**config.mk**
```make
export PLATFORM = sky130hd
export DESIGN_NAME = modulo_input_handshake
export DESIGN_NICKNAME = d
export VERILOG_FILES = /design/src/rtl/modulo_input_handshake.sv
export SDC_FILE = /design/constraint.sdc
export NUM_CORES = 1
export LEC_CHECK = 0
export CORE_MARGIN = 1.5
export CORE_UTILIZATION = 30
export DETAILED_ROUTE_END_ITERATION = 10
export GPL_TIMING_DRIVEN = 0
export HOLD_SLACK_MARGIN = 0.08
export SYNTH_ARGS = -nofsm -noshare
export SYNTH_HDL_FRONTEND = slang
export SYNTH_SLANG_ARGS = --single-unit
export TNS_END_PERCENT = 1
```
**constraint.sdc**
```tcl
create_clock -name clk -period 1.9 [get_ports clk]
set_input_delay 0.38 -clock clk [delete_from_list [all_inputs] [get_ports clk]]
set_output_delay 0.38 -clock clk [all_outputs]
set_load 0.01 [all_outputs]
```
**src/rtl/modulo_input_handshake.sv**
```systemverilog
// rtl/modulo_input_handshake.sv - IN-instruction switch capture gated by a debounced confirm key
// Optional feature macro: INPUT_SIGN_EXTEND_EN (sign-extend SW[12:0] instead of zero-extend).
module modulo_input_handshake #(
  parameter int DEBOUNCE_CYCLES = 1000000
) (
  input  logic        clk,
  input  logic        reset_n,
  input  logic        req_in,
  input  logic        switch_enable,
  input  logic [12:0] switches,
  input  logic        key_confirm_n,
  output logic [31:0] valor_entrada,
  output logic        in_valid,
  output logic        stall_cpu,
  output logic        waiting
);

  localparam int CNT_W = $clog2(DEBOUNCE_CYCLES);
  localparam logic [CNT_W-1:0] CNT_LAST = CNT_W'(DEBOUNCE_CYCLES - 1);

  typedef enum logic [1:0] {
    S_IDLE,
    S_WAIT_PRESS,
    S_WAIT_RELEASE,
    S_DONE
  } state_t;

  state_t           state;
  state_t           state_next;
  logic             key_meta;
  logic             key_s;
  logic             key_db;
  logic             key_db_q;
  logic [CNT_W-1:0] db_cnt;
  logic             press_evt;
  logic             capture_sw;
  logic             capture_zero;
  logic [31:0]      switch_word;

`ifdef INPUT_SIGN_EXTEND_EN
  assign switch_word = {{19{switches[12]}}, switches};
`else
  assign switch_word = {19'b0, switches};
`endif

  // A press is the debounced key falling; held-down keys never re-fire.
  assign press_evt = key_db_q & ~key_db;

  // Two-flop synchronizer for the raw, asynchronous push-button.
  always_ff @(posedge clk or negedge reset_n) begin
    if (!reset_n) begin
      key_meta <= 1'b1;
      key_s    <= 1'b1;
    end else begin
      key_meta <= key_confirm_n;
      key_s    <= key_meta;
    end
  end

  // Accept a new key level only after it differs for DEBOUNCE_CYCLES consecutive cycles.
  always_ff @(posedge clk or negedge reset_n) begin
    if (!reset_n) begin
      key_db   <= 1'b1;
      key_db_q <= 1'b1;
      db_cnt   <= '0;
    end else begin
      key_db_q <= key_db;
      if (key_s == key_db) begin
        db_cnt <= '0;
      end else if (db_cnt == CNT_LAST) begin
        key_db <= key_s;
        db_cnt <= '0;
      end else begin
        db_cnt <= db_cnt + CNT_W'(1);
      end
    end
  end

  // State register, captured word, and the single-cycle valid on DONE entry.
  always_ff @(posedge clk or negedge reset_n) begin
    if (!reset_n) begin
      state         <= S_IDLE;
      valor_entrada <= '0;
      in_valid      <= 1'b0;
    end else begin
      state    <= state_next;
      in_valid <= (state_next == S_DONE) && (state != S_DONE);
      if (capture_zero) begin
        valor_entrada <= '0;
      end else if (capture_sw) begin
        valor_entrada <= switch_word;
      end
    end
  end

  // Next-state and stall/indicator decode; stall follows req_in combinationally in IDLE.
  always_comb begin
    state_next   = state;
    stall_cpu    = 1'b0;
    waiting      = 1'b0;
    capture_sw   = 1'b0;
    capture_zero = 1'b0;
    case (state)
      S_IDLE: begin
        stall_cpu = req_in;
        if (req_in) begin
          if (switch_enable) begin
            state_next = S_WAIT_PRESS;
          end else begin
            capture_zero = 1'b1;
            state_next   = S_DONE;
          end
        end
      end
      S_WAIT_PRESS: begin
        stall_cpu = 1'b1;
        waiting   = 1'b1;
        if (press_evt) begin
          capture_sw = 1'b1;
          state_next = S_WAIT_RELEASE;
        end
      end
      S_WAIT_RELEASE: begin
        stall_cpu = 1'b1;
        if (key_db) begin
          state_next = S_DONE;
        end
      end
      S_DONE: begin
        if (!req_in) begin
          state_next = S_IDLE;
        end
      end
      default: begin
        state_next = S_IDLE;
      end
    endcase
  end

endmodule
```
### Word-level counts from Yosys, hierarchy flattened

Index checks and enable logic that the tools add are counted.

| operators by class | value |
|---|---|
| $add $sub $neg | 1 |
| reduce and logical (&&, ||, !) cells | 5 |
| mux-type cells | 17 |
| bitwise operators | 3 |
| equal/unequal tests | 7 |

Operator list:

| cell | count |
|---|---|
| two-way mux 32 bit | 2 |
| two-way mux 20 bit | 2 |
| adder 20 x 1 -> 20 bit (second input constant) | 1 |
| == test 20 bit (second input constant) | 1 |
| two-way mux 2 bit | 5 |
| case mux 2 bit (4 select lines) | 1 |
| == test 2 bit (second input constant) | 3 |
| two-way mux 1 bit | 6 |
| == test 2 x 1 -> 1 bit (second input constant) | 1 |
| logical NOT 2 bit | 1 |
| != test 2 bit (second input constant) | 1 |
| inverter 1 bit | 2 |
| case mux 1 bit (2 select lines) | 1 |
| AND reduction 2 bit | 1 |
| nonzero test 2 bit | 1 |
| OR reduction 2 bit | 1 |
| bitwise AND 1 bit | 1 |
| == test 1 bit | 1 |
| logical AND 1 bit | 1 |

| storage, ports and cells | value |
|---|---|
| logic and storage cells | 41 |
| bits of input ports | 18 |
| output and inout bits | 35 |
| register bits after elaboration | 59 |

### Longest topological paths before layout

Gate-level depths: netlist of the first run.

| logic depth | value |
|---|---|
| word-level depth | 6 |
| gate-level depth with buffers | 6 |
| gate-level depth less buffers | 6 |

### Worst setup path after synthesis of the first run

Ideal clock, no wire load.

| path | value |
|---|---|
| path type | flip-flop to flip-flop |
| from | register db_cnt[8] |
| to | register db_cnt[17] |
| arrival | 1.675 ns |
| data required time | 1.822 ns |
| period minus slack after synthesis | 1.753 ns |
| setup time | 0.078 ns |
| stages on the path, launching flop included | 6 |
| buffers on the path | 1 |
| slack | 0.147 ns |
| cell sequence | dfrtp_1 nand4_2 or3_1 buf_2 or4_1 a21oi_1 |

| between the ends | value |
|---|---|
| longest elaborated chain between the ends | 3 |
| elaborated cells between the ends (all ways) | 4 |
| those cells by class | add/sub (1); eq/ne (1); mux (2) |

Ends and longest elaborated chain:

| what | RTL line | text |
|---|---|---|
| from (decl) | 34 | `logic [CNT_W-1:0] db_cnt;` |
| from (signal assigned) | 74 | `db_cnt <= db_cnt + CNT_W'(1);` |
| adder 20 x 1 -> 20 bit or == test 20 bit (tied branches) | 74, 70 |  |
| two-way mux 20 bit (*) | 70 | `end else if (db_cnt == CNT_LAST) begin` |
| two-way mux 20 bit (*) | 68 | `if (key_s == key_db) begin` |

Every way passes the cells marked *; elsewhere a longest branch is shown, timed or not.
A chain may end at the register's enable or synchronous reset.

### Worst setup path after layout of the first run

| path | value |
|---|---|
| from | register db_cnt[8] |
| to | register db_cnt[19] |

Same word-level chain as after synthesis.

==> results by group, run 1 <==
Power and ir drop
  • Leakage: 1.21 nW
  • Logic pwr share: 26.4%
  • Flop pwr share: 39.7%
  • VDD IR max: 320 uV
  • PwrDens: 873 nW/um^2
  • Clock share of power: 33.9%
  • Total power: 2.41 mW
  • Net Sw Power: 0.642 mW
  • Net Sw Frac: 26.6%
  • Int Power: 1.77 mW

Worst setup path
  • R2R Setup Slk: 70 ps
  • Worst setup path category: register to register
  • Reg2Reg Launch Point: db_cnt[8]$_DFF_PN0_
  • Crit path DAT: 2060 ps
  • CP Launch Type: register
  • Worst Path Required: 2120 ps
  • RR Endpoint: db_cnt[19]$_DFF_PN0_
  • Length in cells of the worst reg-to-reg path: 5
  • Crit Path Max Fanout: 8
  • Endpoint type of the worst setup path: register

Floorplan
  • Starting Density: 31.6%
  • Die area: 7310 sq um
  • Die Wd: 85.5 um
  • Rows: 29
  • Io pins: 53
  • Die H: 85.5 um
  • Core area: 6460 sq um

Synth
  • Synth warn: 0
  • Main synth FF type: dfrtp_1
  • Yosys top cell area share: 44.1%
  • Synth area leaders: dfrtp_1 44%, buf_4 7.0%, nand2_1 6.8%, a21oi_1 5.6%, dfstp_2 5.2%
  • Cell taking the most area after synthesis: dfrtp_1
  • Synthesized area: 2040 sq um
  • Syn avg cell area: 9.49 sq um
  • Sequential share of the synthesized area: 49.3%
  • Mapped Cells: 215
  • Most frequent cell after synthesis: nand2_1
  • Post-synth EDFFs: 0
  • Ys async rst share: 100%
  • Post-synth top cells: 37 x nand2_1, 36 x dfrtp_1, 23 x a21oi_1, 19 x buf_4, 17 x nor2_1
  • Library cells used by synthesis: 35
  • Post-synthesis register bit count: 40

Clock tree
  • Reg clk slew, reported paths: 80 ps
  • Root buf cell: clkbuf_8
  • Clk_lat worst skew: 300 ps
  • CTS tree: yes
  • Deepest clock path buffer count: 2
  • Total CTS buffers: 5
  • Sink Count: 40
  • Htree depth: 2

Hold path
  • Min-Delay Endpoint: key_s$_DFF_PN1_
  • Min-Delay Path Class: register to register
  • Hold path start: key_meta$_DFF_PN1_
  • Hold path depth: 0

Detailed routing
  • Routed len/inst: 11.5 um
  • # DRC: 9
  • Routed vias/inst: 4.50
  • Final ANT Viol Nets: 0
  • Number of vias after detailed routing: 1602
  • DRT iter0 DRCs: 64
  • Total Routed Length: 4100 um
  • Pre-antenna DRT Iters: 7

Layout
  • Share of post-route cells with drive strength above 1: 19.4%
  • ANT cells: 0
  • # nets final: 303
  • P&R area growth vs syn: 35.3%
  • Design Area, Final: 2760 sq um

STA
  • Max Slew Vio Count: 0
  • Tmin final: 1830 ps
  • Setup-failing EPs final: 0
  • Final WS setup: 66.6 ps
  • Clock Skews: 12.9 ps
  • Max Fclk: 545 MHz
  • RSZ-0062 raised after global routing: true
  • Period utilization: 96.5%
  • Hold Slack: 349 ps
  • Final Hold Fails: 0

Place
  • Pre-CTS setup slack: -156 ps
  • # port buffers: 33
  • Post-DP Area: 2550 sq um
  • Placer Congestion: 0.791
  • HPWL after DPL: 2920 um

Status
  • Status: finished with violations
  • Failing checks: DRC

Global routing
  • Total track usage: 11.9%
  • Largest net degree at the start of global routing: 28
  • Initial antenna violation count: 0
  • First-pass GRT wire length: 7020 um
  • Overflow left after global routing: 0
  • Number of global-route vias before repair: 1579

Job
  • Max cap viols: 0
==> power by group through the flow <==
stage / registers (mW) / clock network, mW / logic [mW]
finish: 0.958 / 0.816 / 0.636
global route: 0.965 / 0.875 / 0.706
CTS: 0.952 / 0.839 / 0.589
detailed placement: 0.987 / 0 / 0.535
global placement: 0.983 / 0 / 0.525
floorplan: 0.994 / 0 / 0.286
==> worst max path at each step <==
stage,startpoint,end,cells after the start
3_3_place_gp,reset_n,state[1]$_DFF_PN0_,1
2_1_floorplan,db_cnt[8]$_DFF_PN0_,db_cnt[17]$_DFF_PN0_,5
5_1_grt,state[1]$_DFF_PN0_,stall_cpu,5
3_5_place_dp,req_in,stall_cpu,4
4_1_cts,state[1]$_DFF_PN0_,waiting,3
6_report,db_cnt[8]$_DFF_PN0_,db_cnt[19]$_DFF_PN0_,5
==> timing repair <==
item	in CTS	in global routing
setup endpoints to repair	32	31
hold buffers	1	0
hold endpoints to repair	10	0
setup buffers	2	1
gates resized for setup	8	12
cloned	0	0
==> cells in the final DEF (no fill, tap or decap), types with 4 or more instances in the layout <==
| cell | n |
|---|---|
| a21oi_1 | 22 |
| buf_2 | 4 |
| buf_4 | 22 |
| clkbuf_8 | 5 |
| clkdlybuf4s50_1 | 30 |
| conb_1 | 19 |
| dfrtp_1 | 33 |
| dfstp_2 | 4 |
| ha_1 | 5 |
| inv_1 | 5 |
| nand2_1 | 37 |
| nand3_1 | 6 |
| nor2_1 | 17 |
| o21ai_0 | 4 |
| o31ai_1 | 5 |
| xnor2_1 | 6 |
| xor2_1 | 7 |
==> cell type report <==
cell class / count / area (sq um)
fillers: 637 / 3700
flip-flops and latches: 40 / 1010
multi-input cells: 161 / 945
repair buffers: 38 / 380
plain buffers: 25 / 170
well taps: 77 / 96.3
clock buffers: 6 / 72.6
clock inverters: 2 / 60.1
inverters: 7 / 26.3
==> state kept, by name (all words and copies together) (netlist names) <==
name,cells
key_s,1
valor_entrada,13
state,2
key_meta,1
key_db,1
db_cnt,20
in_valid,1
key_db_q,1
==> stage by stage <==
| stage | setup TNS (ps) | utilization (%) | instances |
|---|---|---|---|
| floorplan | 0 | - | 233 |
| global placement | -24060 | 39.2 | 343 |
| detailed placement | -2020 | 39.5 | 344 |
| CTS | -45.5 | 42.2 | 355 |
| global route | -35.3 | 42.7 | 356 |
| finish | 0 | 42.7 | 356 |
==> metal layers <==
metal	GRT usage [%]	share of wire (%)	vias up
li1	-	-	815
met1	15.0	46	733
met2	19.8	46	51
met3	3.02	6.6	3
met4	3.96	0.93	0
met5	0	0	-
==> worst max-delay path, cell delays in order, from the launching register on <==
cell and delay [ps]:
dfrtp_2 450, nand4_4 150, or3_1 380, buf_2 170, or4_1 460, a21oi_1 170
==> cell families (layout without fill, tap and decap cells) <==
kind of cell             Yosys count  after routing  synth area share (%)
AND/OR/NAND/NOR                   87             87                  21.3
multiplexers                       1              1                 0.552
flip-flops                        40             40                  49.3
AO/OA/AOI/OAI                     34             34                  9.38
XOR/XNOR                          13             13                  5.58
other                              1             19                 0.184
adder cells (fa/ha/maj)            7              7                  4.29
buffers and inverters             32             78                  9.44
Note: power is estimated with default switching activity, not from simulation.
==> run 2: changes to the inputs <==
- clock period: 1.9 -> 1.6 ns (I/O delays scaled with it)
==> run 2 against run 1 <==
The flow finishes with violations (DRC, setup timing). Combinational power grew 15%. Die area is the same. Critical path depth shrank 1. Clock power grew 3.6%. Total power grew 13%. Routed wire length grew 2.7%. Sequential power grew 19%. Via count grew 2.7%. Sequential share of layout area shrank 0.93 points. Utilization grew 1.0 points. Clock skew shrank 4.6 ps. Critical path type unchanged. Largest cell class unchanged. Highest routed layer unchanged.
==> results by group, run 2 (synthesis results as in run 1) <==
Status
  • Status: finished with violations
  • Failing checks: DRC, setup timing

Place
  • Post-DP Area: 2540 sq um
  • HPWL after DPL: 2780 um
  • # port buffers: 33
  • Placer Congestion: 0.828

Hold path
  • Min-Delay Path Class: input port to asynchronous set/reset pin

Worst setup path
  • CP Launch Type: register
  • Reg2Reg Launch Point: db_cnt[6]$_DFF_PN0_
  • Crit path DAT: 1950 ps
  • End of the critical path: db_cnt[15]$_DFF_PN0_
  • Crit. Startpoint: db_cnt[6]$_DFF_PN0_
  • Endpoint type of the worst setup path: register
  • R2R Setup Slk: -120 ps
  • Length in cells of the worst reg-to-reg path: 4
  • Worst setup path category: register to register
  • RR Endpoint: db_cnt[15]$_DFF_PN0_
  • Crit Path Max Fanout: 8
  • Worst Path Required: 1830 ps

Detailed routing
  • Number of vias after detailed routing: 1645
  • Top Layer Used: met4
  • Total Routed Length: 4210 um
  • WL met1: 1870 um
  • # DRC: 4
  • Met2 Routed Length: 2050 um
  • DR WL met3: 209 um
  • Routed vias/inst: 4.57
  • Final ANT Viol Nets: 0
  • Routed len/inst: 11.7 um
  • DRT iter0 DRCs: 82
  • Pre-antenna DRT Iters: 7

Floorplan
  • Core area: 6460 sq um
  • Die Wd: 85.5 um
  • Die area: 7310 sq um
  • Rows: 29
  • Io pins: 53
  • Starting Density: 31.6%
  • Die H: 85.5 um

Clock tree
  • Reg clk slew, reported paths: 80 ps
  • Htree depth: 2
  • Sink Count: 40
  • CTS tree: yes
  • Total CTS buffers: 5
  • Deepest clock path buffer count: 2
  • Hold Buf Count CTS: 0
  • Root buf cell: clkbuf_8
  • Clk_lat worst skew: 300 ps

Layout
  • Most frequent cells in the layout: 37 x nand2_1, 35 x dfrtp_1, 30 x clkdlybuf4s50_1, 29 x buf_4, 21 x a21oi_1
  • Top reg by flops: db_cnt
  • Reg area: 1010 sq um
  • P&R area growth vs syn: 38.4%
  • Design Area, Final: 2830 sq um
  • # nets final: 307
  • Number of flip-flops in the largest register: 20
  • ANT cells: 0
  • Area taken by multi-input logic gates: 998 sq um
  • Largest regs: db_cnt (20), valor_entrada (13), state (2)
  • Fillers: 628
  • Share of post-route cells with drive strength above 1: 24.0%
  • Most common cell after layout, fill and taps aside: nand2_1

Global routing
  • Overflow left after global routing: 0
  • Total track usage: 11.9%
  • Number of global-route vias before repair: 1538
  • Initial antenna violation count: 0
  • First-pass GRT wire length: 6910 um
  • Largest net degree at the start of global routing: 41

STA
  • Hold Slack: 125 ps
  • Max Fclk: 580 MHz
  • Slew margin rel.: 41.8%
  • Max Slew Vio Count: 0
  • Period utilization: 108%
  • Setup_tns: -1960 ps
  • Tmin final: 1720 ps
  • RSZ-0062 raised after global routing: true
  • Clock Skews: 8.25 ps
  • Final WS setup: -124 ps
  • Final Hold Fails: 0
  • Setup-failing EPs final: 23
  • Least-Margin Pin Slew: 873 ps

Job
  • Max cap viols: 0

Power and ir drop
  • PwrDens: 960 nW/um^2
  • Total power: 2.71 mW
  • VDD IR max: 426 uV
  • Leakage: 1.22 nW
==> run 2: cell count changes in the layout (fill, tap and decap cells not counted), sizes merged <==
cell,before,now
bufinv,2,1
clkinvlp,0,1
dlymetal6s2s,1,0
buf,27,33
inv,7,8
dlygate4sd3,1,0
clkbuf,9,8
==> run 2: report_power, final <==
| group | switching [mW] | internal, mW |
|---|---|---|
| clock | 0.375 | 0.470 |
| combinational | 0.354 | 0.375 |
| sequential | 0.0489 | 1.09 |
==> run 2: metal layers <==
metal,global-route usage (%),vias up
li1,-,821
met1,15.0,765
met2,19.5,52
met3,2.92,7
met4,4.84,0
met5,0,-
==> run 2: per-stage QoR <==
stage / setup slack (ps) / utilization, % / cells
after floorplan: -84.6 / - / 233
after global placement: -776 / 39.4 / 343
after detailed placement: -421 / 39.3 / 343
after global routing: -205 / 43.7 / 360
after CTS: -154 / 43.1 / 358
final: -124 / 43.7 / 360
==> run 2: worst min path at each step <==
| stage | from | end | slack, ps | cells after the start |
|---|---|---|---|---|
| floorplan | reset_n | db_cnt[0]$_DFF_PN0_ | 20 | 0 |
| CTS | reset_n | db_cnt[5]$_DFF_PN0_ | 170 | 1 |
| global placement | key_meta$_DFF_PN1_ | key_s$_DFF_PN1_ | 350 | 0 |
| global route | reset_n | valor_entrada[7]$_DFFE_PN0P_ | 200 | 1 |
| finish | reset_n | db_cnt[5]$_DFF_PN0_ | 120 | 1 |
| detailed placement | key_meta$_DFF_PN1_ | key_s$_DFF_PN1_ | 350 | 0 |
==> run 2: critical path, cell delays in order (launching register included) <==
cell and delay [ps]:
dfrtp_1 450, and4_2 300, nand2_1 180, or4_2 570
a21oi_1 160
==> run 2: cell type report <==
cell class | instances | share of cell area (%)
multi-input combinational | 161 | 35.3
sequential | 40 | 35.7
inverter | 7 | 0.930
tap | 77 | 3.41
clock buffer | 5 | 2.44
timing repair buffer | 42 | 13.8
buffer | 25 | 6.82
clock inverter | 3 | 1.64
==> run 2: repair_timing <==
item | CTS | global route
setup endpoints to repair | 34 | 34
gates cloned | 1 | 0
gates resized for setup | 29 | 8
setup buffers | 6 | 2
pin swaps | 3 | 4
==> run 3: changes to the inputs <==
- PLACE_DENSITY: unset -> 0.6
==> results of run 3 <==
Final layout, timing and power as in run 2 (identical DEF).
